==> src/rtl/icache_ctrl.sv <==
// Direct-mapped instruction-cache controller: tags/valids in flops, line data in an external SRAM.
// Misses refill a 32 B line as 8 word beats, write it in one SRAM cycle, re-read and respond.
module icache_ctrl #(
  parameter int INDEX_W = 6,
  parameter int ADDR_W  = 32,
  parameter int BEATS   = 8
) (
  input  logic                  clk_i,
  input  logic                  rst_ni,
  input  logic                  req_valid_i,
  output logic                  req_ready_o,
  input  logic [ADDR_W-1:0]     req_addr_i,
  output logic                  rsp_valid_o,
  output logic [31:0]           rsp_data_o,
  input  logic                  flush_i,
  output logic                  mem_req_valid_o,
  input  logic                  mem_req_ready_i,
  output logic [ADDR_W-1:0]     mem_req_addr_o,
  input  logic                  mem_rsp_valid_i,
  input  logic [31:0]           mem_rsp_data_i,
  output logic                  sram_csb_o,
  output logic                  sram_web_o,
  output logic [3:0]            sram_wmask_o,
  output logic [12:0]           sram_addr_o,
  output logic [32*BEATS-1:0]   sram_wdata_o,
  input  logic [31:0]           sram_rdata_i
);

  localparam int LINES  = 1 << INDEX_W;
  localparam int TAG_W  = ADDR_W - INDEX_W - 5;
  localparam int LINE_W = 32 * BEATS;
  localparam int CNT_W  = $clog2(BEATS);

  localparam logic [2:0] S_IDLE     = 3'd0;
  localparam logic [2:0] S_LOOKUP   = 3'd1;
  localparam logic [2:0] S_MISS_REQ = 3'd2;
  localparam logic [2:0] S_REFILL   = 3'd3;
  localparam logic [2:0] S_WRITE    = 3'd4;
  localparam logic [2:0] S_REREAD   = 3'd5;

  logic [2:0]         state;
  logic [2:0]         state_nxt;
  logic [LINES-1:0]   valid;
  logic [TAG_W-1:0]   tags [LINES];
  logic [ADDR_W-1:0]  addr_q;
  logic [LINE_W-1:0]  line;
  logic [CNT_W-1:0]   cnt;
  logic               flush_pend;

  logic [INDEX_W-1:0] idx_q;
  logic [TAG_W-1:0]   tag_q;
  logic [2:0]         word_q;
  logic               hit;
  logic               flush_now;
  logic               accept;
  logic               beat;

  function automatic logic [12:0] sram_word_addr(input logic [INDEX_W-1:0] idx,
                                                 input logic [2:0] w);
    logic [12:0] a;
    a = '0;
    a[INDEX_W+2:0] = {idx, w};
    return a;
  endfunction

  assign idx_q     = addr_q[INDEX_W+4:5];
  assign tag_q     = addr_q[ADDR_W-1:INDEX_W+5];
  assign word_q    = addr_q[4:2];
  assign hit       = (state == S_LOOKUP) && valid[idx_q] && (tags[idx_q] == tag_q);
  // A flush deferred from a busy state is applied like a live one on the first IDLE cycle.
  assign flush_now = (state == S_IDLE) && (flush_i || flush_pend);
  assign accept    = req_valid_i && req_ready_o;
  assign beat      = (state == S_REFILL) && mem_rsp_valid_i;

  assign mem_req_addr_o = {addr_q[ADDR_W-1:5], 5'b0};
  assign sram_wdata_o   = line;

  always_comb begin
    state_nxt       = state;
    req_ready_o     = 1'b0;
    rsp_valid_o     = 1'b0;
    rsp_data_o      = '0;
    mem_req_valid_o = 1'b0;
    sram_csb_o      = 1'b1;
    sram_web_o      = 1'b1;
    sram_wmask_o    = 4'h0;
    sram_addr_o     = '0;
    case (state)
      S_IDLE: begin
        req_ready_o = !(flush_i || flush_pend);
        if (req_valid_i && req_ready_o) begin
          sram_csb_o  = 1'b0;
          sram_addr_o = sram_word_addr(req_addr_i[INDEX_W+4:5], req_addr_i[4:2]);
          state_nxt   = S_LOOKUP;
        end
      end
      S_LOOKUP: begin
        if (hit) begin
          rsp_valid_o = 1'b1;
          rsp_data_o  = sram_rdata_i;
          state_nxt   = S_IDLE;
        end else begin
          state_nxt   = S_MISS_REQ;
        end
      end
      S_MISS_REQ: begin
        mem_req_valid_o = 1'b1;
        if (mem_req_ready_i) state_nxt = S_REFILL;
      end
      S_REFILL: begin
        if (beat && cnt == CNT_W'(BEATS - 1)) state_nxt = S_WRITE;
      end
      S_WRITE: begin
        sram_csb_o   = 1'b0;
        sram_web_o   = 1'b0;
        sram_wmask_o = 4'hF;
        sram_addr_o  = sram_word_addr(idx_q, 3'b000);
        state_nxt    = S_REREAD;
      end
      S_REREAD: begin
        sram_csb_o  = 1'b0;
        sram_addr_o = sram_word_addr(idx_q, word_q);
        state_nxt   = S_LOOKUP;
      end
      default: state_nxt = S_IDLE;
    endcase
  end

  always_ff @(posedge clk_i or negedge rst_ni) begin
    if (!rst_ni) begin
      state      <= S_IDLE;
      valid      <= '0;
      cnt        <= '0;
      flush_pend <= 1'b0;
    end else begin
      state <= state_nxt;
      if (state == S_IDLE)
        flush_pend <= 1'b0;
      else if (flush_i)
        flush_pend <= 1'b1;
      if (flush_now)
        valid <= '0;
      else if (state == S_WRITE)
        valid[idx_q] <= 1'b1;
      if (state == S_MISS_REQ && mem_req_ready_i)
        cnt <= '0;
      else if (beat)
        cnt <= cnt + CNT_W'(1);
    end
  end

  // Datapath registers carry no reset; they are only consumed once the FSM qualifies them.
  always_ff @(posedge clk_i) begin
    if (accept)
      addr_q <= req_addr_i;
    if (beat)
      line[32*cnt +: 32] <= mem_rsp_data_i;
    if (state == S_WRITE)
      tags[idx_q] <= tag_q;
  end

endmodule

==> config.mk <==
export PLATFORM = sky130hd
export DESIGN_NAME = icache_ctrl
export DESIGN_NICKNAME = d
export VERILOG_FILES = /design/src/rtl/icache_ctrl.sv
export SDC_FILE = /design/constraint.sdc
export NUM_CORES = 2
export LEC_CHECK = 0
export BUFFER_PORTS_ARGS = -buffer_cell sky130_fd_sc_hd__buf_4
export CORE_ASPECT_RATIO = 0.7
export CORE_UTILIZATION = 50
export CTS_CLUSTER_DIAMETER = 80
export DETAILED_ROUTE_END_ITERATION = 16
export HOLD_SLACK_MARGIN = 0.06
export PLACE_DENSITY = 0.79
export SLEW_MARGIN = 5
export SYNTH_ARGS = -nofsm -noshare
export SYNTH_HDL_FRONTEND = slang
export SYNTH_SLANG_ARGS = --single-unit
export TNS_END_PERCENT = 20
==> constraint.sdc <==
create_clock -name clk_i -period 7.29 [get_ports clk_i]
set_input_delay 0.729 -clock clk_i [delete_from_list [all_inputs] [get_ports clk_i]]
set_output_delay 0.729 -clock clk_i [all_outputs]
set_load 0.01 [all_outputs]
==> out/qor_table.md <==
| Group | Item | Reported |
| --- | --- | --- |
| timing | Worst Skew | 0.0265 ns |
| floorplan | Initial core utilization | 0.505 |
| critical path | Worst path arrival time | 5.90 ns |
| placement | Hpwl dp | 119 mm |
| clock network | Clock root buffer | clkbuf_16 |
| critical path | End point of the critical path | rsp_data_o[31] |
| routing | Remaining antenna violation count after routing | 0 |
| job | Maxcap violations | 0 |
| floorplan | Horizontal die dimension | 441 um |
| pwr | Leakage Power | 26.5 nW |
| pwr | Power per unit of standard cell area | 265 nW/um2 |
| routing | Number of vias per cell after detailed routing | 6.47 |
| placement | Final GP Congestion | 0.978 |
| synthesis | Post-synthesis cell area | 67500 um2 |
| routing | Final routed DRC violation total | 0 |
| critical path | Worst Reg-to-Reg Cells | 11 |
| timing | Number of max-slew violations in the final report | 0 |
| final layout | Layout cell share with drive strength beyond 1 | 0.309 |
| timing | Setup TNS after final layout | 0 ns |
| critical path | Kind of launch point of the worst setup path | flip-flop |
| floorplan | Area of the core region | 134000 um2 |
| critical path | Family with the most delay on the worst path | simple AND/OR/NAND/NOR gates |
| worst hold path | Hold/Removal Path Class | in -> reg |
| synthesis | Share of synthesized area occupied by flip-flops and latches | 0.753 |
| timing | Pin slew with the least headroom to its limit | 1.36 ns |
| final layout | Highest-count cells in the layout ignoring fill and taps | edfxtp_1, buf_4, mux4_2 |
| worst hold path | Start point of the worst min-delay path | req_addr_i[20] |
| critical path | Start-to-end type of the worst setup path | reg -> out |
| routing | Vias after detailed routing | 38384 |
| final layout | Summed area of non-filler cells in the final layout | 78400 um2 |
| timing | Post-route minimum period | 6.63 ns |
| routing | WL/cell | 33.0 um |
| global routing | Via count of the first global-routing pass | 36354 |
| clock network | CTS HTree Levels | 4 |
| final layout | End-of-flow core utilization | 0.586 |
| synthesis | Count of mapped cells out of synthesis | 3499 |
| pwr | Overall power consumption | 20.7 mW |
| critical path | Crit path max fanout | 48 |
| synthesis | EDFF count, synth | 1630 |
| clock network | TritonCTS clock tree | done |
| final layout | Number of nets in the layout | 4138 |
| timing | Number of endpoints failing setup at the final stage | 0 |
| critical path | Most used cell along the critical path | buf_4 |
| status | Result of the run | finished, final reports clean |
| critical path | Number of stages on the worst setup path | 11 |
| routing | Post-detailed-routing wire length | 196 mm |
| clock network | Clock slew seen by the registers of the worst setup and hold paths | 0.07 ns |
| routing | First-pass detailed-route iteration total | 8 |
| critical path | Endpoint kind of the worst setup timing path | output pin |
| global routing | Global Route Usage Sum | 0.283 |
| timing | Ratio of final minimum period to clock period | 0.909 |
| synthesis | Warning count from the yosys run | 0 |
| synthesis | Flip-flop cell with the highest count after synthesis | edfxtp_1 |
| final layout | Fill cell total of the finished layout | 9426 |
| critical path | Critical Path Slowest Stage Cell | dfxtp_4 |
| final layout | Layout Area Growth over Synthesis | 16.1% |
| timing | Setup repair after global routing missed its margin | no |
| global routing | Pin count of the biggest net entering global routing | 85 |
| routing | First DRT Iteration DRCs | 6975 |
| critical path | Required time worst endpoint | 6.56 ns |
| clock network | Number of sinks driven by the clock tree | 1707 |
| timing | Final Hold Violating Endpoints | 0 |
| placement | Placement-stage cell area | 73100 um2 |
| pwr | Peak supply drop | 202 uV |
| floorplan | Number of rows in the core area | 112 |
| synthesis | Number of synthesized register bits | 1707 |
| critical path | Worst setup slack for register-to-register paths | 2.07 ns |
| critical path | RR Endpoint | state[1]$_DFFE_PN0P_ |
| clock network | Buffers from clock root to sink, at most | 3 |
| synthesis | Library cells used by synthesis | 82 |
| critical path | Ordered cell list for the critical path | buf_4, nor2b_1, a221oi_1, o2bb2ai_1, a211oi_1, a31oi_1, xnor2_1, and3_1, nand4_4, nor4_1, buf_4 |
| floorplan | Total die area | 137000 um2 |
| timing | Maximum clock frequency | 151 MHz |
| placement | Port-buffer cells | 432 |
| global routing | Number of antenna violations at the first check in global routing | 9 |
| clock network | TritonCTS Buffers | 157 |
| global routing | Global-route wire length before repair | 270 mm |
| timing | Worst relative slew slack | 0.0879 |
| synthesis | Post-Syn Area per Cell | 19.3 um2 |
| floorplan | Die Span Y | 309 um |
| critical path | Number of buffers and inverters on the critical path | 2 |
| final layout | Leading cell type in the layout, fill and taps excluded | edfxtp_1 |
| global routing | Total congestion overflow after global routing | 0 |
| floorplan | Ports | 444 |
| critical path | Peak per-stage delay on the critical path | 0.94 ns |
| clock network | Worst-Skew Late Latency | 0.80 ns |
| synthesis | Async SR Flop Fraction | 0.0416 |
cells by family after synthesis:
kind of cell,count (synthesis),share of synthesized area
AND/OR/NAND/NOR,707,0.0557
buffers and inverters,278,0.0244
XOR/XNOR,33,0.00428
flip-flops,1707,0.753
adder cells (fa/ha/maj),4,0.000741
AO/OA/AOI/OAI,299,0.0343
multiplexers,470,0.128
other,1,0.0000555
flip-flops by register name, summed over array words and instances, names as in the netlist, named ones only:
name,flops
addr_q,30
cnt,3
flush_pend,1
sram_wdata_o,256
state,3
tags,1344
valid,64
report_power, final:
part	leakage [nW]	internal (mW)	switching [mW]
clock network	2.52	4.63	3.76
logic	8.30	0.437	0.992
registers	15.7	10.8	0.0768
worst reg2reg max path, cell delays in order (launching register included):
cell and delay [ns]:
dfxtp_4 0.94, buf_4 0.61, buf_4 0.39, mux4_2 0.55, mux2i_1 0.43, a22oi_1 0.13, nand2_1 0.14, xnor2_1 0.08
o31ai_2 0.43, nand4_1 0.20, nor4_1 0.96, a221oi_1 0.17
synth_stat cells, drive strengths merged (9+ instances only):
cell    instances  area share
a221oi         22      0.0032
nand2b         10     0.00093
o21ai          22      0.0016
nor4           43      0.0069
inv            47      0.0026
o221ai          9      0.0012
mux4          305        0.10
xnor2          19      0.0025
edfxtp       1630        0.72
mux2i         136       0.020
buf           160       0.018
a21oi          17      0.0013
clkbuf         71      0.0039
nand4          12      0.0013
nand3          40      0.0030
o22ai          20      0.0019
nor2          217       0.012
nor2b          26      0.0024
nand3b         12      0.0013
xor2           14      0.0018
and3           25      0.0023
nand2         130      0.0072
o21a           66      0.0073
nor3           15      0.0012
mux2           29      0.0048
a22o           17      0.0022
dfrtp          71       0.026
a22oi          54      0.0062
and2          151       0.014
routing by layer:
layer | vias up | wire length (um) | track usage
met5 | - | 60 | 0
met3 | 439 | 30000 | 0.0996
met4 | 10 | 7600 | 0.108
met1 | 19736 | 73100 | 0.410
met2 | 3179 | 85100 | 0.393
li1 | 15020 | - | -
metrics by stage:
stage	hold WS [ns]	cells	setup slack (ns)
finish	0.103	5932	0.663
global route	0.0843	5931	0.499
floorplan	0.433	3507	1.95
detailed placement	0.474	5634	1.63
global placement	0.468	5634	1.73
CTS	0.0601	5930	0.704
cell type report:
cell class | count | area, um2 | share of cell area
repair buffers | 597 | 4600 | 0.0587
flip-flops and latches | 1707 | 50900 | 0.649
multi-input cells | 1522 | 15300 | 0.196
clock inverters | 98 | 1060 | 0.0135
clock buffers | 193 | 4130 | 0.0527
well taps | 1767 | 2210 | 0.0282
diodes | 1 | 2.50 | 0.0000319
inverters | 47 | 176 | 0.00225
how the worst min path moves through the flow:
stage,to,slack [ns],cells past startpoint
after floorplan,cnt[0]$_DFFE_PN0P_,0.43,0
after global placement,valid[34]$_DFFE_PN0P_,0.47,1
after detailed placement,valid[46]$_DFFE_PN0P_,0.47,1
after CTS,addr_q[20]$_DFFE_PP_,0.06,1
after global routing,addr_q[20]$_DFFE_PP_,0.08,1
final,addr_q[20]$_DFFE_PP_,0.10,1
repair_timing:
action	4_1_cts	5_1_grt
resized for setup	0	0
endpoints found under the hold margin	7	0
setup buffers	0	0
hold buffers	5	0
Note: power is estimated with default switching activity, not from simulation.
